### src/rtl/i2c_master_rw.sv
// ---------------------------------------------------------------------------
// i2c_master_rw
// Single-transaction I2C master: START, 7-bit address + R/W, 0..MAX_BYTES data
// bytes (write or read), STOP. SCL is generated from the system clock, one SCL
// quarter-period lasting CLK_DIV clocks. Every slave ACK slot is checked. When
// reading, the master ACKs every byte except the last, which it NACKs.
//
// Ports
//   i_clock, i_reset       system clock, asynchronous active-high reset
//   i_start                request a transaction (sampled only while idle)
//   i_slave_address, i_rw  target address and direction (latched on accept)
//   i_num_bytes            data byte count, clamped to MAX_BYTES
//   i_wr_data, o_wr_ready  write byte handshake (byte sampled while ready = 1)
//   o_rd_data, o_rd_valid  received byte and its one-cycle strobe
//   i_sda_in, o_sda_oe     SDA pad input / pull-low enable
//   o_scl_out              SCL level
//   o_busy, o_done, o_nack transaction status
// ---------------------------------------------------------------------------
module i2c_master_rw #(
    parameter int unsigned CLK_DIV   = 250,
    parameter int unsigned MAX_BYTES = 16,
    parameter int unsigned CNT_W     = 5
) (
    input  logic             i_clock,
    input  logic             i_reset,
    input  logic             i_start,
    input  logic [6:0]       i_slave_address,
    input  logic             i_rw,
    input  logic [CNT_W-1:0] i_num_bytes,
    input  logic [7:0]       i_wr_data,
    output logic             o_wr_ready,
    output logic [7:0]       o_rd_data,
    output logic             o_rd_valid,
    input  logic             i_sda_in,
    output logic             o_sda_oe,
    output logic             o_scl_out,
    output logic             o_busy,
    output logic             o_done,
    output logic             o_nack
);

    localparam int unsigned      CW      = (CLK_DIV > 1) ? $clog2(CLK_DIV) : 1;
    localparam logic [CW-1:0]    CntLast = CW'(CLK_DIV - 1);
    localparam logic [CNT_W-1:0] NbMax   = CNT_W'(MAX_BYTES);

    typedef enum logic [3:0] {
        StIdle,
        StStart,
        StAddr,
        StAddrAck,
        StWdata,
        StWack,
        StRdata,
        StRack,
        StStop,
        StDone
    } state_t;

    state_t           r_state;
    logic [CW-1:0]    r_cnt;
    logic [1:0]       r_qtr;
    logic [2:0]       r_bit;
    logic [7:0]       r_tx;
    logic [7:0]       r_rx;
    logic             r_rw;
    logic [CNT_W-1:0] r_left;
    logic [1:0]       r_sda_s;
    logic             r_rd_pend;
    logic             r_scl;
    logic             r_sda_oe;
    logic             r_busy;
    logic             r_done;
    logic             r_nack;
    logic             r_wr_ready;
    logic             r_rd_valid;
    logic [7:0]       r_rd_data;

    logic             w_tick;
    logic             w_sample;
    logic             w_qtr0_first;
    logic [CNT_W-1:0] w_nb_clamped;

    assign w_tick       = (r_cnt == CntLast);
    // r_sda_s[1] lags the pad by two clocks, so at the first cycle of Q3 it
    // still reflects SDA during Q2 (CLK_DIV >= 2), well inside SCL high.
    assign w_sample     = (r_qtr == 2'd3) && (r_cnt == '0);
    assign w_qtr0_first = (r_qtr == 2'd0) && (r_cnt == '0);
    assign w_nb_clamped = (i_num_bytes > NbMax) ? NbMax : i_num_bytes;

    assign o_wr_ready = r_wr_ready;
    assign o_rd_data  = r_rd_data;
    assign o_rd_valid = r_rd_valid;
    assign o_sda_oe   = r_sda_oe;
    assign o_scl_out  = r_scl;
    assign o_busy     = r_busy;
    assign o_done     = r_done;
    assign o_nack     = r_nack;

    always_ff @(posedge i_clock or posedge i_reset) begin
        if (i_reset) begin
            r_state    <= StIdle;
            r_cnt      <= '0;
            r_qtr      <= '0;
            r_bit      <= '0;
            r_tx       <= '0;
            r_rx       <= '0;
            r_rw       <= 1'b0;
            r_left     <= '0;
            r_sda_s    <= 2'b11;
            r_rd_pend  <= 1'b0;
            r_scl      <= 1'b1;
            r_sda_oe   <= 1'b0;
            r_busy     <= 1'b0;
            r_done     <= 1'b0;
            r_nack     <= 1'b0;
            r_wr_ready <= 1'b0;
            r_rd_valid <= 1'b0;
            r_rd_data  <= '0;
        end else begin
            r_wr_ready <= 1'b0;
            r_rd_valid <= 1'b0;
            r_done     <= 1'b0;
            r_sda_s    <= {r_sda_s[0], i_sda_in};

            if (r_state == StIdle || r_state == StDone || w_tick) begin
                r_cnt <= '0;
            end else begin
                r_cnt <= r_cnt + CW'(1);
            end

            // Received byte is published one cycle after its bit-0 sample.
            if (r_rd_pend) begin
                r_rd_pend  <= 1'b0;
                r_rd_data  <= r_rx;
                r_rd_valid <= 1'b1;
            end

            case (r_state)
                StIdle: begin
                    r_scl    <= 1'b1;
                    r_sda_oe <= 1'b0;
                    if (i_start) begin
                        r_tx     <= {i_slave_address, i_rw};
                        r_rw     <= i_rw;
                        r_left   <= w_nb_clamped;
                        r_nack   <= 1'b0;
                        r_busy   <= 1'b1;
                        r_qtr    <= 2'd0;
                        r_state  <= StStart;
                        // START Q0: SDA falls while SCL stays high
                        r_sda_oe <= 1'b1;
                    end
                end

                StStart: begin
                    if (w_tick) begin
                        if (r_qtr == 2'd0) begin
                            r_qtr <= 2'd1;
                            r_scl <= 1'b0;
                        end else begin
                            r_state  <= StAddr;
                            r_qtr    <= 2'd0;
                            r_bit    <= 3'd7;
                            r_sda_oe <= ~r_tx[7];
                        end
                    end
                end

                StAddr, StAddrAck, StWdata, StWack, StRdata, StRack: begin
                    if (w_sample) begin
                        if (r_state == StRdata) begin
                            r_rx <= {r_rx[6:0], r_sda_s[1]};
                            if (r_bit == 3'd0) begin
                                r_rd_pend <= 1'b1;
                            end
                        end else if ((r_state == StAddrAck || r_state == StWack) && r_sda_s[1]) begin
                            r_nack <= 1'b1;
                        end
                    end

                    // The write byte only arrives with the wr_ready cycle, so the
                    // MSB goes out one clock into Q0 (SCL is still low).
                    if (r_state == StWdata && w_qtr0_first && r_bit == 3'd7) begin
                        r_tx     <= i_wr_data;
                        r_sda_oe <= ~i_wr_data[7];
                    end

                    if (w_tick) begin
                        if (r_qtr != 2'd3) begin
                            r_qtr <= r_qtr + 2'd1;
                            r_scl <= (r_qtr != 2'd0);
                        end else begin
                            r_qtr <= 2'd0;
                            r_scl <= 1'b0;
                            case (r_state)
                                StAddr, StWdata: begin
                                    if (r_bit == 3'd0) begin
                                        r_state  <= (r_state == StAddr) ? StAddrAck : StWack;
                                        r_sda_oe <= 1'b0;
                                    end else begin
                                        r_bit    <= r_bit - 3'd1;
                                        r_sda_oe <= ~r_tx[r_bit - 3'd1];
                                    end
                                end
                                StAddrAck: begin
                                    if (r_nack || r_left == '0) begin
                                        r_state  <= StStop;
                                        r_sda_oe <= 1'b1;
                                    end else begin
                                        r_bit    <= 3'd7;
                                        r_sda_oe <= 1'b0;
                                        if (r_rw) begin
                                            r_state <= StRdata;
                                        end else begin
                                            r_state    <= StWdata;
                                            r_wr_ready <= 1'b1;
                                        end
                                    end
                                end
                                StWack: begin
                                    r_left <= r_left - CNT_W'(1);
                                    if (r_nack || r_left == CNT_W'(1)) begin
                                        r_state  <= StStop;
                                        r_sda_oe <= 1'b1;
                                    end else begin
                                        r_state    <= StWdata;
                                        r_bit      <= 3'd7;
                                        r_wr_ready <= 1'b1;
                                    end
                                end
                                StRdata: begin
                                    if (r_bit == 3'd0) begin
                                        r_state  <= StRack;
                                        // ACK all but the final byte
                                        r_sda_oe <= (r_left != CNT_W'(1));
                                    end else begin
                                        r_bit    <= r_bit - 3'd1;
                                        r_sda_oe <= 1'b0;
                                    end
                                end
                                StRack: begin
                                    r_left <= r_left - CNT_W'(1);
                                    if (r_left == CNT_W'(1)) begin
                                        r_state  <= StStop;
                                        r_sda_oe <= 1'b1;
                                    end else begin
                                        r_state  <= StRdata;
                                        r_bit    <= 3'd7;
                                        r_sda_oe <= 1'b0;
                                    end
                                end
                                default: ;
                            endcase
                        end
                    end
                end

                StStop: begin
                    if (w_tick) begin
                        if (r_qtr == 2'd0) begin
                            r_qtr <= 2'd1;
                            r_scl <= 1'b1;
                        end else if (r_qtr == 2'd1) begin
                            r_qtr    <= 2'd2;
                            r_sda_oe <= 1'b0;
                        end else begin
                            r_state <= StDone;
                        end
                    end
                end

                StDone: begin
                    r_done  <= 1'b1;
                    r_busy  <= 1'b0;
                    r_state <= StIdle;
                end

                default: r_state <= StIdle;
            endcase
        end
    end

endmodule
### config.mk
export PLATFORM = sky130hd
export DESIGN_NAME = i2c_master_rw
export DESIGN_NICKNAME = d
export VERILOG_FILES = /design/src/rtl/i2c_master_rw.sv
export SDC_FILE = /design/constraint.sdc
export NUM_CORES = 1
export LEC_CHECK = 0
export BUFFER_PORTS_ARGS = -buffer_cell sky130_fd_sc_hd__buf_2
export CORE_AREA = 5 5 103 67
export DETAILED_ROUTE_END_ITERATION = 16
export DIE_AREA = 0 0 108 72
export PLACE_DENSITY = 0.78
export SYNTH_ARGS = -nofsm -noshare
export SYNTH_HDL_FRONTEND = slang
export SYNTH_SLANG_ARGS = --single-unit
### constraint.sdc
create_clock -name i_clock -period 2.15 [get_ports i_clock]
set_input_delay 0.5375 -clock i_clock [delete_from_list [all_inputs] [get_ports i_clock]]
set_output_delay 0.5375 -clock i_clock [all_outputs]
set_load 0.005 [all_outputs]
# Word level (Yosys, flattened, before mapping)
# Index checks and enable logic that the tools add are counted.
# word_totals
register_bits,57
in_bits,25
wordCells,194
# classes
add_sub_neg,4
n_lt_le_gt_ge,2
eq_ne,41
n_mux,91
bitwise,3
n_reduce_logical,35
# op_table
cell,count
$mux W4,13
$mux W1,39
$ne A2 B2 Y1 const B,17
$mux W3,9
$mux W5,5
$mux W8,3
$ne A3 B3 Y1 const B,7
$pmux W4 S5,1
$reduce_and A6 Y1,3
$eq A4 B3 Y1 const B,4
$mux W2,8
$pmux W4 S4,1
$pmux W8 S2,1
$pmux W3 S4,1
$reduce_and A11 Y1,1
$pmux W5 S2,1
$reduce_and A10 Y1,1
$reduce_and A5 Y1,2
$add A8 B1 Y8 const B,1
$eq A4 B2 Y1 const B,2
$eq A4 B4 Y1 const B,2
$eq A8 B8 Y1 const B,1
$logic_not A8 Y1,1
$pmux W1 S4,2
32 further kinds,50

# Longest topological paths before layout
# Gate-level depths: netlist (run 1).
# logic_depth
ltp_word,10
ltp_mapped,8

# Least setup slack after synthesis (run 1)
# OpenSTA, ideal clock, no wires.
# synth_path
kind,reg2reg
startpoint,reg r_qtr[0]
endpoint,reg r_bit[0]
arrival_time_ns,1.785
setup_slack_ns,0.241
path_stages_with_launch,8
n_path_buf,0
synth_period_minus_slack_ns,1.909
cell_sequence,dfrtp_1 -> inv_1 -> ha_1 -> nor4bb_1 -> nor3_1 -> o2111ai_1 -> a31oi_4 -> mux2_2
# synth_between
elab_chain_len,3
elab_cells_between_ends,5
cone_classes,3 x eq/ne; 2 x reduce/logical
# synth_rtl
item,line_no,source
start: declaration,61,logic [1:0] r_qtr;
start signal: assignment,190,r_qtr <= r_qtr + 2'd1;
$ne A2 B2 Y1 or $logic_not A2 Y1 (tied branches),"189, 157",
$ne A2 B2 Y1 (no line),n/a,
$reduce_and A10 Y1 (no line) (*),n/a,
end signal: assignment,201,r_bit <= r_bit - 3'd1;
end signal: assignment,237,r_bit <= r_bit - 3'd1;
end: declaration,62,logic [2:0] r_bit;
# Every way passes the cells marked *; elsewhere a longest branch is shown, timed or not.
# A chain may end at the register's enable or synchronous reset.

# Final worst setup path (run 1)
# layout_path
startpoint,reg r_state[2]
endpoint,reg r_bit[0]
# layout_between
elab_chain_len,6
elab_cells_between_ends,24
cone_classes,16 x eq/ne; 4 x mux; 4 x reduce/logical
# layout_rtl
item,line_no,source
start: declaration,59,state_t r_state;
start signal: assignment,101,r_state <= StIdle;
start signal: assignment,149,r_state <= StStart;
start signal: assignment,161,r_state <= StAddr;
$eq A4 B3 Y1 or $eq A4 B2 Y1 (tied branches),"138, 195",
$reduce_or A3 Y1 (no line),n/a,
$pmux W3 S4,195,case (r_state)
$mux W3,189,if (r_qtr != 2'd3) begin
$mux W3,188,if (w_tick) begin
$pmux W3 S2,138,case (r_state)
# Several ways; a longest one is shown, not always the timed one. The select of a mux whose other input is x is not followed.

==> results of run 1 <==
worst max-delay path by stage:
stage,startpoint,end,slack [ns],cells after the start
floorplan,i_reset,o_busy$_DFFE_PP0P_,0.22,1
global placement,r_qtr[0]$_DFFE_PP0P_,r_bit[0]$_DFFE_PP0P_,0.17,7
finish,r_state[2]$_DFFE_PP0P_,r_bit[0]$_DFFE_PP0P_,0.1,5
global route,r_cnt[0]$_DFF_PP0_,r_bit[0]$_DFFE_PP0P_,-0.01,6
detailed placement,r_cnt[1]$_DFF_PP0_,r_bit[0]$_DFFE_PP0P_,0.05,7
CTS,r_cnt[1]$_DFF_PP0_,r_bit[0]$_DFFE_PP0P_,0.04,7
metrics by stage:
step / total power, mW / utilization / cell area (um^2) / TNS (ns) / std cells
floorplan: 1.138 / - / 3257 / 0 / 322
global placement: 1.179 / 0.6117 / 3570 / 0 / 446
detailed placement: 1.180 / 0.6117 / 3570 / 0 / 446
CTS: 2.170 / 0.6454 / 3766 / 0 / 462
global route: 2.242 / 0.6486 / 3785 / -0.01389 / 462
finish: 2.149 / 0.6486 / 3785 / 0 / 462
placed cells by master, fill, tap and decap left out, types with 3 or more instances in the layout:
master,instances
xor2_1,6
nand3_1,12
and3_1,6
dfstp_2,3
a31oi_1,11
nand4_1,3
nand2_1,40
buf_4,14
inv_1,12
a41oi_1,3
a21oi_1,12
o21ai_0,12
buf_2,39
xnor2_1,3
dfrtp_1,53
nor2_1,31
nor3b_1,4
clkbuf_8,10
ha_1,12
inv_2,3
mux2_2,21
flip-flops by register name, summed over array words and instances (netlist names), 3 cells and up:
signal / flops
r_cnt: 8
r_rx: 8
r_state: 4
r_bit: 3
r_left: 5
o_rd_data: 8
r_tx: 8
worst register-to-register path: stages, from the launching register on:
cell,delay (ns)
dfrtp_1,0.54
inv_1,0.19
nand2_1,0.10
or4_4,0.54
a31oi_4,0.22
mux2_2,0.36
layer usage:
metal  vias up  wire length [um]
li1       1259                 -
met1      1269              3585
met2       103              3268
met3         8               720
met4         0                57
met5         -                 0
area by class of cell:
type,count,area [um^2]
Clock buffer,11,141.4
Clock inverter,5,55.05
Fill cell,487,2051
Inverter,15,56.30
Multi-Input combinational cell,236,1675
Sequential cell,57,1431
Tap cell,84,105.1
Timing Repair Buffer,54,320.3
cell families after synthesis:
group                    count (synthesis)
AND/OR/NAND/NOR                        128
flip-flops                              57
AO/OA/AOI/OAI                           61
XOR/XNOR                                 9
buffers and inverters                   29
multiplexers                            26
adder cells (fa/ha/maj)                 12
report_power, final:
group | internal, mW | total (mW) | switching (mW) | leakage, nW
sequential | 1.08 | 1.08 | 0.00449 | 0.746
clock | 0.562 | 0.988 | 0.426 | 0.0953
combinational | 0.0332 | 0.0778 | 0.0447 | 0.976
==> reports/results.ini, run 1 <==
[synthesis]
synth_adder_area_share=0.04610
yosys.area.top_type=dfrtp_1
synthTopCellsByCount=dfrtp_1, nand2_1, nor2_1
synth_top_family_by_area=simple AND/OR/NAND/NOR gates
syn-num-nets=359
synth_cell_type_count=68
synthXorXnorAreaFrac=0.02420
synth_area_um2=3257
synth-edff-count=0
synth-compound-area-share=0.1299
synthMuxAreaShare=0.09835
yosysTopAreaCellShare=0.4149
yosysMostFrequentCell=dfrtp_1
ys_seq_elements=57
syn_area_per_cell_um2=10.11
yosysSeqAreaShare=0.4391
ys_top_cells_by_area=dfrtp_1, mux2_2, ha_1
ys_warn_count=0
synthCells=322
synth_flop_cell=dfrtp_1
yosys.area_share.simple=0.2105
async_flop_share=1.000

[setup_path]
worstPathArrival_ns=2.27
worst-path-buf-inv=1
crit_fanout=12
cp_slowest_cell=dfrtp_1
crit_required_ns=2.37
crit_family=simple AND/OR/NAND/NOR gates
slowest_delay_ns=0.54
end_kind=register
r2r_end=r_bit[0]$_DFFE_PP0P_
r2r_start=r_state[2]$_DFFE_PP0P_
worstRegToRegCells=5
worstSetupPathType=register to register
rrSetupSlack_ns=0.1
path_cells=inv_1 > nand2_1 > or4_4 > a31oi_4 > mux2_2
cp-start-kind=register

[route]
drc_errors=0
wl_per_cell_um=16.52
vias=2639
firstDrtPassIters=4
drtIter0Drc=234
detail-route-antenna-nets=0
vias_per_cell=5.712
drt_wl_total_mm=7.631

[cts]
cts.clk_slew.worst_paths_ns=0.07
insertion_delay_ns=0.34
numCtsBuffers=9
cts.sink_count=57
postCtsHoldBufs=0
ctsResizeCount=0
postCtsSetupRepairBufs=0
cts.path.max_buffers=2
cts_tree=yes
clockRootBuffer=clkbuf_8
h-tree-depth=3

[global_route]
met1_usage=0.3078
antenna_found_initial=0
use_met3=0.08000
grt.total_usage=0.2143
met2_usage=0.3079
overflow=0
gr-max-usage-layer=met2
first_global_vias=2510
grt_max_degree=32
grt_pass1_wl_mm=12.88

[place]
place.detailed.hpwl_mm=5.677
place_congestion=0.9375
portBuffers=39
pre_cts_ws_ns=0.04800

[sta]
hold_slack_ns=0.1096
relSlewSlack=0.7054
period_needed_ns=2.052
finalSetupViolCount=0
worst_slew_pin_slew_ns=0.4419
rsz0062_at_grt=true
finClkSkew_ns=0.007367
finalHoldViolations=0
slew_viol_final=0
period_share=0.9543
fmax_mhz=487.4
fin_ws_ns=0.09835

[power]
power.density_nw_per_um2=567.9
vdd_drop_max_uv=298.2
cellLeakagePower_nw=1.817

[die]
die_h_um=72
dieArea_um2=7776
die_width_um=108
row_count=22
core_area_um2=5836
io_pins=40
initial_utilization=0.5581

[final_layout]
fin_nets=410
num_antenna_cells=0
areaGrowthSynthToFinish_pct=16.21
drive_above_1_share=0.3148

[min_path]
hp-class=input pin to asynchronous set/reset pin

[run]
max_cap_violations=0

[status]
status=finished clean

Power figures use the tool's default switching activity.
==> run 2, diff against run 1 <==
--- a/config.mk
+++ b/config.mk
@@ -5,11 +5,13 @@
 export SDC_FILE = /design/constraint.sdc
 export NUM_CORES = 1
 export LEC_CHECK = 0
+export ABC_AREA = 1
 export BUFFER_PORTS_ARGS = -buffer_cell sky130_fd_sc_hd__buf_2
-export CORE_AREA = 5 5 103 67
+export CORE_AREA = 5 5 102 66
 export DETAILED_ROUTE_END_ITERATION = 16
-export DIE_AREA = 0 0 108 72
+export DIE_AREA = 0 0 107 71
 export PLACE_DENSITY = 0.78
+export SLEW_MARGIN = 20
 export SYNTH_ARGS = -nofsm -noshare
 export SYNTH_HDL_FRONTEND = slang
 export SYNTH_SLANG_ARGS = --single-unit
==> run 2 against run 1 <==
Net effect:
- sequential share of layout area rose by 0.94 points
- wire length fell by 3.7%
- sequential power barely moved
- largest cell class unchanged
- clock power rose by 14%
- area after synthesis fell by 2.7%
- highest routed layer unchanged
- combinational power fell by 18%
- core utilization fell by 1.0 points
- fmax rose by 4.0%
- cell count rose by 17%
==> reports/results.ini, run 2 <==
[status]
status=finished clean

[synthesis]
synthTopCellsByCount=nand2_1, nor2_1, dfrtp_1
synth_adder_area_share=0.04736
yosys.area_share.simple=0.2798
yosysSeqAreaShare=0.4511
synth-compound-area-share=0.1160
ys_seq_elements=57
synth_cell_type_count=37
synth_area_um2=3171
synth-edff-count=0
yosys.area.top_type=dfrtp_1
synthCells=415
ys_top_cells_by_area=dfrtp_1, nand2_1, nor2_1
syn-num-nets=452
synth_top_family_by_area=simple AND/OR/NAND/NOR gates
synth_flop_cell=dfrtp_1
yosysMostFrequentCell=nand2_1
yosysTopAreaCellShare=0.4262
synthXorXnorAreaFrac=0.01105
syn_area_per_cell_um2=7.640
synthMuxAreaShare=0.01421
ys_warn_count=0
async_flop_share=1.000

[global_route]
grt_max_degree=25
overflow=0
grt_pass1_wl_mm=12.39
first_global_vias=2578
antenna_found_initial=0
grt.total_usage=0.2093

[setup_path]
cp-start-kind=register
crit_family=compound AO/OA/AOI/OAI gates
crit_fanout=16
worstSetupPathType=register to register
end_kind=register
path_cells=inv_1 > ha_1 > nand3_1 > nor2_2 > nand2_2 > a21boi_4 > o211ai_1 > o21ai_0
worstRegToRegCells=8
crit_required_ns=2.40
crit_cells=8
slowest_delay_ns=0.42
cp_slowest_cell=dfrtp_1
worstPathArrival_ns=2.23
worst-path-buf-inv=1

[route]
firstDrtPassIters=5
detail-route-antenna-nets=0
drtIter0Drc=266
vias=2806
wl_per_cell_um=13.60
drt_wl_total_mm=7.345
drc_errors=0
vias_per_cell=5.196

[cts]
h-tree-depth=3
cts.path.max_buffers=2
postCtsSetupRepairBufs=0
insertion_delay_ns=0.35
ctsResizeCount=0
numCtsBuffers=9
cts.clk_slew.worst_paths_ns=0.07
postCtsHoldBufs=0
cts_tree=yes
cts.sink_count=57
clockRootBuffer=clkbuf_8

[die]
row_count=22
core_area_um2=5781
dieArea_um2=7597
initial_utilization=0.5485
die_width_um=107
die_h_um=71
io_pins=40

[run]
max_cap_violations=0

[place]
placed_cells=524
place.detailed.hpwl_mm=5.569
place_congestion=0.9351
portBuffers=39
post_dp_cell_area_um2=3465

[final_layout]
nFillCells=509
areaGrowthSynthToFinish_pct=16.38
multiInputGateArea_um2=1485
final_cell_mix=nand2_1, nor2_1, dfrtp_1
seqCellArea_um2=1430
final_cells=540
fin_nets=500
num_antenna_cells=0
layout_commonest_cell=nand2_1
fin_area_um2=3690
drive_above_1_share=0.1859

[sta]
totalNegativeSetupSlack_ns=0
slew_viol_final=0
finClkSkew_ns=0.01070
finalSetupViolCount=0
finalHoldViolations=0
rsz0062_at_grt=false
worst_slew_pin_slew_ns=0.4899
relSlewSlack=0.6725
period_needed_ns=1.973
fmax_mhz=506.9
period_share=0.9176

[power]
vdd_drop_max_uv=361.0
power.density_nw_per_um2=616.6
cellLeakagePower_nw=1.911

[min_path]
hp-class=input pin to asynchronous set/reset pin

==> run 2: logic make-up (layout without fill, tap and decap cells) <==
logic type / Yosys count / count (layout)
AOI/OAI and AO/OA: 64 / 64
DFF: 57 / 57
adders and majority gates: 12 / 12
buffers and inverters: 65 / 118
and+or+nand+nor: 209 / 209
xor gates and xnor gates: 4 / 4
muxes: 4 / 4
==> run 2: final timing paths <==
kind	start	to	slack, ns
max	r_qtr[0]$_DFFE_PP0P_	r_tx[0]$_DFFE_PP0P_	0.18
min	i_reset	r_rx[1]$_DFFE_PP0P_	0.15
max reg2reg	r_qtr[0]$_DFFE_PP0P_	r_tx[0]$_DFFE_PP0P_	0.18
min reg2reg	r_sda_s[0]$_DFF_PP1_	r_sda_s[1]$_DFF_PP1_	0.36
max in group asynchronous	i_reset	r_bit[1]$_DFFE_PP0P_	1.42
min in group i_clock	i_sda_in	r_sda_s[0]$_DFF_PP1_	0.28
==> run 2: through the flow <==
stage | util | worst slack, ns | hold WS [ns] | total power, mW
floorplan | - | 0.2178 | 0.3452 | 1.127
global placement | 0.5994 | 0.3170 | 0.3511 | 1.165
detailed placement | 0.5994 | 0.2457 | 0.3533 | 1.167
CTS | 0.6383 | 0.2281 | 0.1505 | 2.299
global route | 0.6383 | 0.03492 | 0.1610 | 2.368
finish | 0.6383 | 0.1771 | 0.1505 | 2.275
==> run 2: area by class of cell <==
class	count	area share
clock buffers	9	0.03357
clock inverters	7	0.02747
inverters	59	0.06002
multi-input cells	293	0.4025
flip-flops and latches	57	0.3876
well taps	72	0.02442
repair buffers	43	0.06443
==> run 2: where the power goes <==
group          switching [mW]  internal, mW  total [mW]  leakage (nW)
clock network           0.469         0.661        1.13         0.106
logic                  0.0383        0.0253      0.0636          1.08
registers             0.00287          1.08        1.08         0.729
total                   0.511          1.76        2.28          1.91
==> run 2: layer usage <==
layer	part of all wire	global-route usage	vias up
li1	-	-	1421
met1	0.49	0.3082	1271
met2	0.41	0.2915	103
met3	0.089	0.07384	11
met4	0.011	0.05674	0
met5	0	0	-
==> run 2: worst register-to-register path, cell delays in order, from the launching register on <==
cell	delay [ns]
dfrtp_1	0.42
inv_1	0.10
ha_1	0.31
nand3_1	0.13
nor2_2	0.18
nand2_2	0.10
a21boi_4	0.38
o211ai_1	0.15
o21ai_0	0.11
==> run 3, diff against run 2 <==
--- a/config.mk
+++ b/config.mk
@@ -11,6 +11,7 @@
 export DETAILED_ROUTE_END_ITERATION = 16
 export DIE_AREA = 0 0 107 71
 export PLACE_DENSITY = 0.78
+export REMOVE_ABC_BUFFERS = 1
 export SLEW_MARGIN = 20
 export SYNTH_ARGS = -nofsm -noshare
 export SYNTH_HDL_FRONTEND = slang
==> run 3 against run 2 <==
Net effect:
- cell count is 0.19% higher
- die area stayed put
- clock power is 18% lower
- flip-flop and latch count stayed put
- non-clock buffer count is 1 higher
- critical endpoint unchanged
- highest routed layer unchanged
==> reports/results.ini, run 3 (synthesized netlist as in run 2, its figures left out) <==
[status]
status=finished clean

[final_layout]
final_cell_mix=nand2_1, nor2_1, dfrtp_1
num_antenna_cells=0
drive_above_1_share=0.1855
layout_commonest_cell=nand2_1
fin_nets=501
nFillCells=521
areaGrowthSynthToFinish_pct=15.27

[global_route]
met1_usage=0.3148
grt_pass1_wl_mm=12.34
grt.total_usage=0.2085
met2_usage=0.2782
use_met3=0.07748
grt_max_degree=35
first_global_vias=2553
gr-max-usage-layer=met1
overflow=0
antenna_found_initial=0

[power]
power.density_nw_per_um2=566.3
vdd_drop_max_uv=334.6
cellLeakagePower_nw=1.895

[cts]
cts.sink_count=57
clockRootBuffer=clkbuf_8
cts.path.max_buffers=2
postCtsHoldBufs=0
cts_tree=yes
ctsResizeCount=0
h-tree-depth=3
postCtsSetupRepairBufs=0
insertion_delay_ns=0.35
numCtsBuffers=9
cts.clk_slew.worst_paths_ns=0.06

[setup_path]
cp-start-kind=register
worstSetupPathType=register to register
slowest_delay_ns=0.41
crit_required_ns=2.41
crit_start=r_qtr[0]$_DFFE_PP0P_
crit_fanout=16
cp_slowest_cell=dfrtp_1
path_cells=inv_1 > ha_1 > nand3_1 > nor2_2 > nand2_2 > a21boi_4 > o211ai_1 > o21ai_0
end_kind=register
worstPathArrival_ns=2.26
r2r_start=r_qtr[0]$_DFFE_PP0P_

[place]
place_congestion=0.9518
place.detailed.hpwl_mm=5.504
pre_cts_ws_ns=0.2452
portBuffers=39

[sta]
finClkSkew_ns=0.01293
period_share=0.9294
totalNegativeSetupSlack_ns=0
period_needed_ns=1.998
finalSetupViolCount=0
fmax_mhz=500.4
relSlewSlack=0.6443
worst_slew_pin_slew_ns=0.5327
slew_viol_final=0
finalHoldViolations=0
rsz0062_at_grt=false
fin_ws_ns=0.1518

[die]
die_width_um=107
core_area_um2=5781
row_count=22
dieArea_um2=7597
initial_utilization=0.5485
io_pins=40
die_h_um=71

[route]
detail-route-antenna-nets=0
vias=2864
firstDrtPassIters=6
drt_wl_total_mm=7.284
wl_per_cell_um=13.46
drc_errors=0
vias_per_cell=5.294
drtIter0Drc=247

[run]
max_cap_violations=0

[min_path]
hp-class=input pin to asynchronous set/reset pin

[run 3: per-stage QoR]
step | power, mW | cell area (um^2) | std cells | hold slack (ns) | util
after detailed placement | 1.165 | 3472 | 525 | 0.3494 | 0.6006
after floorplan | 1.127 | 3137 | 409 | 0.3452 | -
final | 2.070 | 3655 | 541 | 0.2292 | 0.6323
after global routing | 2.161 | 3655 | 541 | 0.2571 | 0.6323
after CTS | 2.094 | 3655 | 541 | 0.2312 | 0.6323
after global placement | 1.163 | 3472 | 525 | 0.3499 | 0.6006
[run 3: path summary, 6_finish.rpt]
check,slack (ns),endpoint,cells after the start
setup / recovery,0.15,r_tx[0]$_DFFE_PP0P_,8
hold / removal,0.23,r_cnt[6]$_DFF_PP0_,2
setup reg to reg,0.15,r_tx[0]$_DFFE_PP0P_,8
hold reg to reg,0.36,r_sda_s[1]$_DFF_PP1_,0
max in group asynchronous,1.36,r_tx[6]$_DFFE_PP0P_,3
min in group i_clock,0.29,r_sda_s[0]$_DFF_PP1_,1
[run 3: power by group]
group | leakage [nW] | total [mW] | switching, mW | internal, mW
Sequential | 0.729 | 1.08 | 0.00306 | 1.08
Clock | 0.0846 | 0.926 | 0.447 | 0.478
Combinational | 1.08 | 0.0620 | 0.0378 | 0.0241
[run 3: final cells by class]
| class | count | area, um^2 | share of cell area |
|---|---|---|---|
| Timing Repair Buffer | 44 | 245.2 | 0.06710 |
| Clock buffer | 12 | 155.1 | 0.04245 |
| Tap cell | 72 | 90.09 | 0.02465 |
| Inverter | 59 | 221.5 | 0.06060 |
| Multi-Input combinational cell | 293 | 1485 | 0.4064 |
| Sequential cell | 57 | 1430 | 0.3913 |
| Clock inverter | 4 | 27.53 | 0.007532 |
[run 3: per-layer routing]
metal	share of wire	wire length (um)
met1	0.49	3580
met2	0.41	2982
met3	0.088	642
met4	0.011	78
met5	0	0
[run 3: critical path: cells and delay by family (launching register included)]
family / cells / cell delay [ns]
buffers and inverters: 1 / 0.10
flip-flops: 1 / 0.41
adder cells (fa/ha/maj): 1 / 0.31
AND/OR/NAND/NOR: 3 / 0.42
AO/OA/AOI/OAI: 3 / 0.67
